`src/rtl/c2_sm_serial_decoder.sv`:
```
// Bit-serial two's complement to sign-magnitude decoder.
// Recovers |x| LSB first by copying digits up to the first 1 and inverting the rest.
module c2_sm_serial_decoder #(
  parameter int unsigned N = 8
) (
  input  logic         clock,
  input  logic         reset,
  input  logic         in_valid,
  output logic         in_ready,
  input  logic [N-1:0] x,
  output logic         out_valid,
  input  logic         out_ready,
  output logic         sign,
  output logic [N-2:0] mag,
  output logic         ow
);

  localparam int unsigned W  = N - 1;
  localparam int unsigned CW = (N > 2) ? $clog2(N) : 1;
  localparam logic [CW-1:0] LAST_COUNT = CW'(N - 2);

  typedef enum logic [1:0] {
    IDLE  = 2'd0,
    SHIFT = 2'd1,
    DONE  = 2'd2
  } state_t;

  state_t          state_q, state_d;
  logic [W-1:0]    sr_q, sr_d;
  logic [W-1:0]    mag_q, mag_d;
  logic [CW-1:0]   count_q, count_d;
  logic            sign_q, sign_d;
  logic            seen_one_q, seen_one_d;
  logic            ow_q, ow_d;
  logic            accept_c;
  logic            last_digit_c;
  logic            digit_c;

  assign accept_c     = (state_q == IDLE) && in_valid;
  assign last_digit_c = (state_q == SHIFT) && (count_q == LAST_COUNT);
  // Invert only once a 1 has been passed, and only for negative operands.
  assign digit_c      = (sign_q && seen_one_q) ? ~sr_q[0] : sr_q[0];

  // State register
  always_ff @(posedge clock or posedge reset) begin
    if (reset) begin
      state_q <= IDLE;
    end else begin
      state_q <= state_d;
    end
  end

  // Next-state logic
  always_comb begin
    state_d = state_q;
    case (state_q)
      IDLE:    if (in_valid)     state_d = SHIFT;
      SHIFT:   if (last_digit_c) state_d = DONE;
      DONE:    if (out_ready)    state_d = IDLE;
      default:                   state_d = IDLE;
    endcase
  end

  // Handshake outputs decoded from registered state
  always_comb begin
    in_ready  = 1'b0;
    out_valid = 1'b0;
    case (state_q)
      IDLE:    in_ready  = 1'b1;
      DONE:    out_valid = 1'b1;
      default: ;
    endcase
  end

  // Datapath next-state: load on accept, one digit per SHIFT edge
  always_comb begin
    sr_d       = sr_q;
    mag_d      = mag_q;
    count_d    = count_q;
    sign_d     = sign_q;
    seen_one_d = seen_one_q;
    ow_d       = ow_q;
    if (accept_c) begin
      sr_d       = x[N-2:0];
      sign_d     = x[N-1];
      seen_one_d = 1'b0;
      count_d    = '0;
    end else if (state_q == SHIFT) begin
      mag_d      = (mag_q >> 1) | (W'(digit_c) << (W - 1));
      sr_d       = sr_q >> 1;
      seen_one_d = seen_one_q | sr_q[0];
      count_d    = count_q + CW'(1);
      // No 1 in the low digits of a negative word means x = -2^(N-1).
      if (last_digit_c) begin
        ow_d = sign_q & ~(seen_one_q | sr_q[0]);
      end
    end
  end

  // Datapath registers
  always_ff @(posedge clock or posedge reset) begin
    if (reset) begin
      sr_q       <= '0;
      mag_q      <= '0;
      count_q    <= '0;
      sign_q     <= 1'b0;
      seen_one_q <= 1'b0;
      ow_q       <= 1'b0;
    end else begin
      sr_q       <= sr_d;
      mag_q      <= mag_d;
      count_q    <= count_d;
      sign_q     <= sign_d;
      seen_one_q <= seen_one_d;
      ow_q       <= ow_d;
    end
  end

  assign sign = sign_q;
  assign mag  = mag_q;
  assign ow   = ow_q;

endmodule

```
`config.mk`:
```
export PLATFORM = sky130hd
export DESIGN_NAME = c2_sm_serial_decoder
export DESIGN_NICKNAME = d
export VERILOG_FILES = /design/src/rtl/c2_sm_serial_decoder.sv
export SDC_FILE = /design/constraint.sdc
export NUM_CORES = 1
export LEC_CHECK = 0
export ABC_AREA = 1
export BUFFER_PORTS_ARGS = -buffer_cell sky130_fd_sc_hd__clkbuf_2
export CAP_MARGIN = 20
export CORE_MARGIN = 10
export CORE_UTILIZATION = 51
export CTS_CLUSTER_SIZE = 16
export DETAILED_ROUTE_END_ITERATION = 16
export PLACE_DENSITY = 0.76
export SYNTH_ARGS = -nofsm -noshare
export SYNTH_HDL_FRONTEND = slang
export SYNTH_SLANG_ARGS = --single-unit
```
`constraint.sdc`:
```
create_clock -name clock -period 1.4 [get_ports clock]
set_input_delay 0.21 -clock clock [delete_from_list [all_inputs] [get_ports clock]]
set_output_delay 0.21 -clock clock [all_outputs]
set_load 0.02 [all_outputs]
```
# After elaboration in Yosys (flattened, before gate mapping)
# Index checks and enable logic that the tools add are counted.
[totals] register_bits=22 out_inout_bits=11 word_cells=41
[classes] muxes=13 reduce_logical=8 bitwise_logic=6 add_sub_neg=1 eq_ne=6
[ops] operator="two-way mux 7 bit" count=2
[ops] operator="OR 6 x 7 -> 7 bit" count=1
[ops] operator="two-way mux 2 bit" count=3
[ops] operator="two-way mux 3 bit" count=2
[ops] operator="!= test 2 bit, second input constant" count=3
[ops] operator="case mux 2 bit (3 select lines)" count=1
[ops] operator="AND reduction 3 bit" count=2
[ops] operator="two-way mux 1 bit" count=5
[ops] operator="adder 3 x 1 -> 3 bit, second input constant" count=1
[ops] operator="equality test 3 bit, second input constant" count=1
[ops] operator="logical AND 1 bit" count=3
[ops] operator="NOT 1 bit" count=3
[ops] operator="equality test 2 x 1 -> 1 bit, second input constant" count=1
[ops] operator="equality test 2 bit, second input constant" count=1
[ops] operator="zero test 2 bit" count=1
[ops] operator="AND reduction 2 bit" count=1
[ops] operator="nonzero test 2 bit" count=1
[ops] operator="AND 1 bit" count=1
[ops] operator="OR 1 bit" count=1

# Depth between registers and ports, before layout
# Gate-level depths: netlist of the first run.
[depth] depth_word=4 mapped_depth=7 mapped_depth_nobuf=7

# Worst setup path before layout of the first run
# OpenSTA, ideal clock, no wires.
[synth_path] kind="register -> register" startpoint="reg state_q[0]" endpoint="reg sign_q (netlist: sign)" path_buffers=1 arrival_ns=0.963 path_slack_ns=0.319 setup_time_ns=0.117 stages_incl_launch_ff=6 cell_sequence="dfrtp_1 buf_6 nor2_4 nand2_1 nand2_1 nand2_1"
[synth_between] elab_chain_cells=2
[synth_lines] item="from (decl)" line_no="28" text="state_t state_q, state_d;"
[synth_lines] item="from (signal assigned)" line_no="49" text="state_q <= state_d;"
[synth_lines] item="zero test 2 bit" line_no="39" text="assign accept_c = (state_q == IDLE) && in_valid;"
[synth_lines] item="logical AND 1 bit" line_no="39"
[synth_lines] item="to (signal assigned)" line_no="113" text="sign_q <= sign_d;"
[synth_lines] item="to (decl)" line_no="32" text="logic sign_q, sign_d;"
# No other way between the ends.
# A chain may end at the register's enable or synchronous reset.

# Final worst setup path of the first run
[layout_path] startpoint="reg state_q[1]" endpoint="out out_valid"
[layout_between] elab_chain_cells=2
[layout_lines] item="equality test 2 bit" line_no="68" text="case (state_q)"
[layout_lines] item="two-way mux 1 bit" line_no="68"
[layout_lines] item="to (decl)" line_no="11" text="output logic out_valid,"
# No other way between the ends.

==> flow_summary.ini, run 1 <==
[outcome]
status = finished, final reports clean

[timing]
fmax_mhz = 767
min_period_ps = 1300
setup_violations = 0
slew_violations = 0
min_period_over_period_pct = 93.2
slew_headroom_pct = 80.2
hold_viol_final = 0
fin_setup_tns_ps = 0
skew_ps = 4.55
tightest_slew_ps = 295
rsz0062_at_grt = no

[worst_hold_path]
hp-class = in2reg

[grt]
antenna_found_initial = 0
grt_pass1_vias = 823
grt_pass1_wl_mm = 3.68
gr-total-overflow = 0
grt_usage_pct = 10.7
grt_max_degree = 23

[floorplan]
die_width_um = 64.8
boundaryPins = 23
core_mm2 = 0.00194
start_util_pct = 52.8
fp-row-count = 16
die_y_um = 64.8
die-area_mm2 = 0.00420

[synthesis]
ys_seq_area_share_pct = 53.7
synth_top_area_share_pct = 53.7
yosys_warnings = 0
avgSynthCellArea_um2 = 8.54
synth_area_leader_cell = dfrtp_1
yosys_most_used_dff = dfrtp_1
synth.most_common_cell = nand2_1
syn_nets = 134
async_reset_ff_share_pct = 100
synthDistinctLibCells = 15
ys_top_cells_by_count = nand2_1 (52), dfrtp_1 (22), nand3_1 (15)
yosys_register_bits = 22
synth.area.top_cells = dfrtp_1 (54%), nand2_1 (19%), nand3_1 (7.3%)
synth-edff-count = 0
syn_area_mm2 = 0.00102
synth_cells = 120

[cts]
root_buffer = clkbuf_4
path_clk_slew_ps = 120
cts_inserted_buffers = 3
cts_max_level = 1
clock_latency_ps = 300
cts.sinks = 22
cts_buffer_depth = 2
cts_tree = yes

[power_and_ir_drop]
max-vdd-ir-drop_mv = 1.08
power_density_mw_per_mm2 = 2190
power_leakage_nw = 0.676
power_mw = 2.67

[finish]
syn_to_final_growth_pct = 18.8
seq_area_um2 = 553
fin_nets = 161
fillers = 176
drive_gt1_share_pct = 26.0
multi_input_area_um2 = 394
antenna_cells = 0

[place]
routabilityCongestion = 0.799
dp_hpwl_mm = 1.61
io_buffers = 22

[drt]
drc_errors = 0
viasPerCell = 4.86
drtIter0Drc = 33
drt_first_pass_iters = 4
routed_wl_mm = 2.08
wire_per_inst_um = 12.0
ant_nets = 0
vias = 841

[worst_setup_path]
cp-start-kind = register
critical_path_required_ps = 1190
endpoint_kind = output port
worst-path-max-fanout = 4
critPathKind = reg2out
crit_arrival_ps = 1090

[job]
cap_violations = 0
[kinds of logic after synthesis]
| logic type | share of synthesized area [%] |
|---|---|
| AOI/OAI and AO/OA | 4.76 |
| and+or+nand+nor | 31.3 |
| buffers and inverters | 7.81 |
| adders and majority gates | 2.44 |
| DFF | 53.7 |
[per-stage QoR]
| step | hold slack [ps] | cells | cell area (um^2) | setup slack (ps) | utilization [%] |
|---|---|---|---|---|---|
| 2_1_floorplan | 199 | 120 | 1020 | 319 | - |
| 3_3_place_gp | 236 | 167 | 1140 | 285 | 59.0 |
| 3_5_place_dp | 235 | 167 | 1140 | 250 | 59.0 |
| 4_1_cts | 75.6 | 173 | 1220 | 16.9 | 62.6 |
| 5_1_grt | 61.0 | 173 | 1220 | 26.0 | 62.7 |
| 6_report | 79.3 | 173 | 1220 | 95.5 | 62.7 |
[final cells by class]
class / instances / share of cell area (%)
Clock buffer: 3 / 1.85
Timing Repair Buffer: 26 / 11.7
Sequential cell: 22 / 45.4
Clock inverter: 1 / 2.47
Tap cell: 27 / 2.77
Multi-Input combinational cell: 83 / 32.4
Inverter: 11 / 3.39
[flip-flops by register name (all words and copies together), names as in the netlist]
| name | flops |
|---|---|
| mag | 7 |
| sign | 1 |
| seen_one_q | 1 |
| ow | 1 |
| count_q | 3 |
| sr_q | 7 |
| state_q | 2 |
[power breakdown]
part | switching, mW | leakage, nW | internal [mW] | total [mW]
Clock | 0.185 | 0.0279 | 0.289 | 0.474
Sequential | 0.218 | 0.275 | 0.893 | 1.11
Combinational | 0.689 | 0.373 | 0.391 | 1.08
Total | 1.09 | 0.676 | 1.57 | 2.67
[layout by cell type (no fill, tap or decap)]
| cell | instances |
|---|---|
| dfrtp_1 | 20 |
| buf_4 | 3 |
| dfrtp_2 | 2 |
| ha_1 | 2 |
| o31ai_1 | 1 |
| nand3_1 | 15 |
| nand2_2 | 1 |
| clkbuf_4 | 3 |
| inv_2 | 2 |
| o21ai_1 | 5 |
| nand3_2 | 1 |
| inv_1 | 9 |
| clkbuf_2 | 22 |
| nor2_4 | 2 |
| bufinv_16 | 1 |
| dlygate4sd3_1 | 1 |
| o21ai_4 | 1 |
| nor2_1 | 3 |
| nand2_1 | 52 |
[repair_timing]
action	4_1_cts	5_1_grt
gates resized for setup	1	1
hold buffers	1	0
buffers inserted	1	0
pin swaps	1	0
hold endpoints to repair	22	0
endpoints found under the setup margin	1	1
gates cloned	0	0
[final timing paths]
| path | slack (ps) | cells past startpoint | end | startpoint |
|---|---|---|---|---|
| setup / recovery | 100 | 3 | out_valid | state_q[1]$_DFFE_PP0P_ |
| hold / removal | 80 | 2 | state_q[1]$_DFFE_PP0P_ | out_ready |
| setup reg to reg | 290 | 7 | ow$_DFFE_PP0P_ | count_q[0]$_DFFE_PP0P_ |
| hold reg to reg | 500 | 2 | sr_q[6]$_DFFE_PP0P_ | sr_q[6]$_DFFE_PP0P_ |
| max in group asynchronous | 720 | 4 | state_q[0]$_DFFE_PP0P_ | reset |
| min in group asynchronous | 440 | 4 | mag[0]$_DFFE_PP0P_ | reset |
[worst max-delay path, stage by stage (launching register included)]
cell,delay [ps]
dfrtp_2,470
inv_2,120
nor2_1,50
clkbuf_2,160
[metal layers]
layer	global-route usage, %	vias to the layer above	part of all wire (%)
li1	-	424	-
met1	12.3	405	43
met2	19.2	8	54
met3	2.23	4	2.0
met4	3.21	0	1.1
met5	0	-	0
Note: power is estimated with default switching activity, not from simulation.
==> run 2, diff against run 1 <==
Settings changed: CORE_UTILIZATION 51 to 55, CTS_CLUSTER_DIAMETER from default to 100, PLACE_DENSITY 0.76 to 0.81.
Clock period 1.4 ns to 1.6 ns, I/O delays scaled along.
==> flow_summary.ini, run 2 (synthesis results as in run 1) <==
[grt]
gr-total-overflow = 0
antenna_found_initial = 0
grt_max_degree = 23
grt_usage_pct = 10.4
grt_pass1_wl_mm = 3.39
grt_pass1_vias = 770

[worst_setup_path]
critical_path_required_ps = 1360
rr_startpoint = state_q[0]$_DFFE_PP0P_
worst-path-max-fanout = 10
cpMaxStageDelayCell = dfrtp_1
crit_arrival_ps = 1280
r2r-end = ow$_DFFE_PP0P_
critPathKind = reg2out
r2r_setup_slack_ps = 280
cp-start-kind = register
endpoint_kind = output port
crit_chain = nor2_4 > clkbuf_2
cp_slowest_stage_delay_ps = 510
worst_r2r_path_depth = 5

[cts]
cts_max_level = 1
cts_tree = yes
cts.sinks = 22
cts_resized = 0
root_buffer = clkbuf_4
postCtsSetupBuffers = 0
path_clk_slew_ps = 120
clock_latency_ps = 310
cts_buffer_depth = 2
cts_inserted_buffers = 3

[place]
dpl_cell_area_mm2 = 0.00113
routabilityCongestion = 0.751
io_buffers = 22
dp_hpwl_mm = 1.47

[timing]
fmax_mhz = 659
rsz0062_at_grt = no
setup_violations = 0
min_period_over_period_pct = 94.8
slew_headroom_pct = 75.3
fin_setup_tns_ps = 0
skew_ps = 1.98
tightest_slew_ps = 369
slew_violations = 0
hold_viol_final = 0
min_period_ps = 1520
whs_ps = 103

[floorplan]
die_width_um = 63.2
core_mm2 = 0.00175
fp-row-count = 15
start_util_pct = 58.7
die-area_mm2 = 0.00399
boundaryPins = 23
die_y_um = 63.2

[finish]
layout_common_cells = nand2_1 (52), dfrtp_1 (22), clkbuf_2 (22)
final_cell_area_mm2 = 0.00120
final_common_cell = nand2_1
fin_nets = 159
drive_gt1_share_pct = 23.6
syn_to_final_growth_pct = 16.8
antenna_cells = 0

[worst_hold_path]
hold_depth = 2
min_from = out_ready
whs_endpoint = state_q[1]$_DFFE_PP0P_
hp-class = in2reg

[power_and_ir_drop]
power_leakage_nw = 0.669
power_density_mw_per_mm2 = 1910
max-vdd-ir-drop_mv = 1.12

[drt]
viasPerCell = 4.93
drt_first_pass_iters = 4
ant_nets = 0
drc_errors = 0
routed_wl_mm = 2.03
drtIter0Drc = 39
wire_per_inst_um = 12.0
vias = 833

[job]
cap_violations = 0

[outcome]
status = finished, final reports clean
==> run 2: cell types whose count changed in the layout (fill, tap and decap cells not counted) <==
cell | before | now
dfrtp_2 | 2 | 0
buf_4 | 3 | 1
dfrtp_1 | 20 | 22
==> run 2: critical path: cells and delay by family, from the launching register on <==
| family | cells | cell delay [ps] |
|---|---|---|
| simple gates | 1 | 240 |
| flops | 1 | 510 |
| buf+inv | 1 | 220 |
==> run 2: metal layers <==
| metal | wire length (um) | share of wire, % | vias to the layer above | track usage, % |
|---|---|---|---|---|
| li1 | - | - | 422 | - |
| met5 | 0 | 0 | - | 0 |
| met1 | 932 | 46 | 386 | 12.1 |
| met4 | 27 | 1.3 | 0 | 4.19 |
| met3 | 101 | 5.0 | 4 | 2.83 |
| met2 | 970 | 48 | 21 | 17.5 |
==> run 2: repair_timing <==
action                                 in CTS  in global routing
setup endpoints to repair                   0                  1
hold buffers                                1                  0
endpoints found under the hold margin      22                  0
==> run 2: final cells by class <==
cell class,count,area [um^2]
clock buffer,3,22.5
clock inverter,1,30.0
fill,148,548
inverter,11,41.3
multi-input combinational,83,394
sequential,22,551
tap,25,31.3
timing repair buffer,24,128
==> run 2: worst max path at each step <==
stage	from	end	slack [ps]
global route	state_q[0]$_DFFE_PP0P_	in_ready	5
finish	state_q[0]$_DFFE_PP0P_	in_ready	80
detailed placement	state_q[0]$_DFFE_PP0P_	ow$_DFFE_PP0P_	330
floorplan	state_q[0]$_DFFE_PP0P_	sign$_DFFE_PP0P_	520
global placement	state_q[0]$_DFFE_PP0P_	ow$_DFFE_PP0P_	390
CTS	state_q[0]$_DFFE_PP0P_	in_ready	60
==> run 2: stage by stage <==
| step | utilization, % | instances | worst slack, ps | power, mW |
|---|---|---|---|---|
| 3_3_place_gp | 65.0 | 164 | 387 | 1.85 |
| 5_1_grt | 68.6 | 169 | 5.05 | 2.50 |
| 6_report | 68.6 | 169 | 83.6 | 2.29 |
| 3_5_place_dp | 65.0 | 164 | 329 | 1.89 |
| 2_1_floorplan | - | 120 | 519 | 1.70 |
| 4_1_cts | 68.6 | 169 | 58.9 | 2.32 |
==> run 2: where the power goes <==
group	switching, mW	internal [mW]	leakage, nW	total, mW
combinational	0.590	0.311	0.363	0.901
clock	0.172	0.253	0.0279	0.425
sequential	0.186	0.778	0.278	0.965
total	0.948	1.34	0.669	2.29
==> run 3, diff against run 2 <==
Settings changed: CORE_MARGIN 10 to default, PLACE_DENSITY 0.81 to default, PLACE_DENSITY_LB_ADDON from default to 0.2, SKIP_CTS_REPAIR_TIMING from default to 1.
==> flow_summary.ini, run 3 (synthesis results as in run 1) <==
[worst_setup_path]
endpoint = in_ready
endpoint_kind = output port
critPathKind = reg2out
cp_slowest_stage_delay_ps = 510
critPathLaunch = state_q[0]$_DFFE_PP0P_
rr_startpoint = state_q[0]$_DFFE_PP0P_
r2r-end = ow$_DFFE_PP0P_
critical_path_required_ps = 1360
crit_arrival_ps = 1250
worst_r2r_path_depth = 5
worst-path-max-fanout = 10
crit_chain = nor2_4 > clkbuf_2
r2r_setup_slack_ps = 310
cp-start-kind = register
cpMaxStageDelayCell = dfrtp_1

[place]
pre_cts_slack_ps = 311
dp.cells = 164
dpl_cell_area_mm2 = 0.00113
routabilityCongestion = 0.772
dp_hpwl_mm = 1.33
io_buffers = 22

[grt]
grt_usage_pct = 20.5
grt_pass1_wl_mm = 3.02
gr-total-overflow = 0
grt_pass1_vias = 739
antenna_found_initial = 0
grt_max_degree = 23

[timing]
min_period_ps = 1490
fmax_mhz = 669
skew_ps = 6.07
tightest_slew_ps = 373
rsz0062_at_grt = no
slew_headroom_pct = 75.1
min_period_over_period_pct = 93.4
fin_ws_ps = 106
fin_setup_tns_ps = 0
whs_ps = 126
setup_violations = 0
hold_viol_final = 0
slew_violations = 0

[drt]
drtIter0Drc = 14
routed_wl_mm = 1.79
ant_nets = 0
wire_per_inst_um = 10.6
drc_errors = 0
vias = 829
viasPerCell = 4.93
drt_first_pass_iters = 4

[finish]
drive_gt1_share_pct = 23.1
syn_to_final_growth_pct = 13.9
final_cell_area_mm2 = 0.00117
fin_nets = 159
antenna_cells = 0
final_util_pct = 66.9
fin_cells = 168
layout_common_cells = nand2_1 (52), dfrtp_1 (22), clkbuf_2 (22)
final_common_cell = nand2_1

[floorplan]
die-area_mm2 = 0.00204
core_mm2 = 0.00175
die_width_um = 45.2
start_util_pct = 58.7
boundaryPins = 23
die_y_um = 45.2
fp-row-count = 15

[power_and_ir_drop]
power_mw = 2.10
max-vdd-ir-drop_mv = 1.07
power_density_mw_per_mm2 = 1800
power_leakage_nw = 0.654

[cts]
cts_inserted_buffers = 3
path_clk_slew_ps = 110
cts_tree = yes
root_buffer = clkbuf_4
cts_max_level = 1
clock_latency_ps = 290
cts_buffer_depth = 2
cts.sinks = 22

[worst_hold_path]
hp-class = in2reg
hold_depth = 2

[outcome]
status = finished, final reports clean

[job]
cap_violations = 0
[run 3: changes by cell type in the layout (fill, tap and decap cells not counted)]
cell and change:
bufinv_16 -1
[run 3: critical path: cells and delay by family (launching register included)]
family | cells | cell delay [ps]
DFF | 1 | 510
and+or+nand+nor | 1 | 250
buffers and inverters | 1 | 210
[run 3: final cells by class]
cell class	instances	area, um^2
fillers	154	578
flip-flops and latches	22	551
multi-input cells	83	394
repair buffers	24	128
inverters	11	41.3
well taps	25	31.3
clock buffers	3	22.5
[run 3: report_power, final]
group	internal (mW)	switching [mW]
clock network	0.0874	0.147
logic	0.310	0.577
registers	0.778	0.197
total	1.18	0.920
[run 3: metal layers]
metal  part of all wire [%]  GRT usage, %  wire length [um]  up-vias
met3                    3.9          2.40                69        2
li1                       -             -                 -      423
met5                      0             0                 0        -
met2                     48          33.0               851       23
met1                     48          27.7               855      381
met4                   0.62          9.09                11        0
[run 3: worst min-delay path by stage]
stage | endpoint | slack (ps) | startpoint
after detailed placement | mag[0]$_DFFE_PP0P_ | 270 | reset
after global placement | mag[1]$_DFFE_PP0P_ | 260 | reset
after global routing | state_q[1]$_DFFE_PP0P_ | 110 | out_ready
final | state_q[1]$_DFFE_PP0P_ | 130 | out_ready
after CTS | mag[5]$_DFFE_PP0P_ | -60 | reset
after floorplan | count_q[0]$_DFFE_PP0P_ | 230 | reset
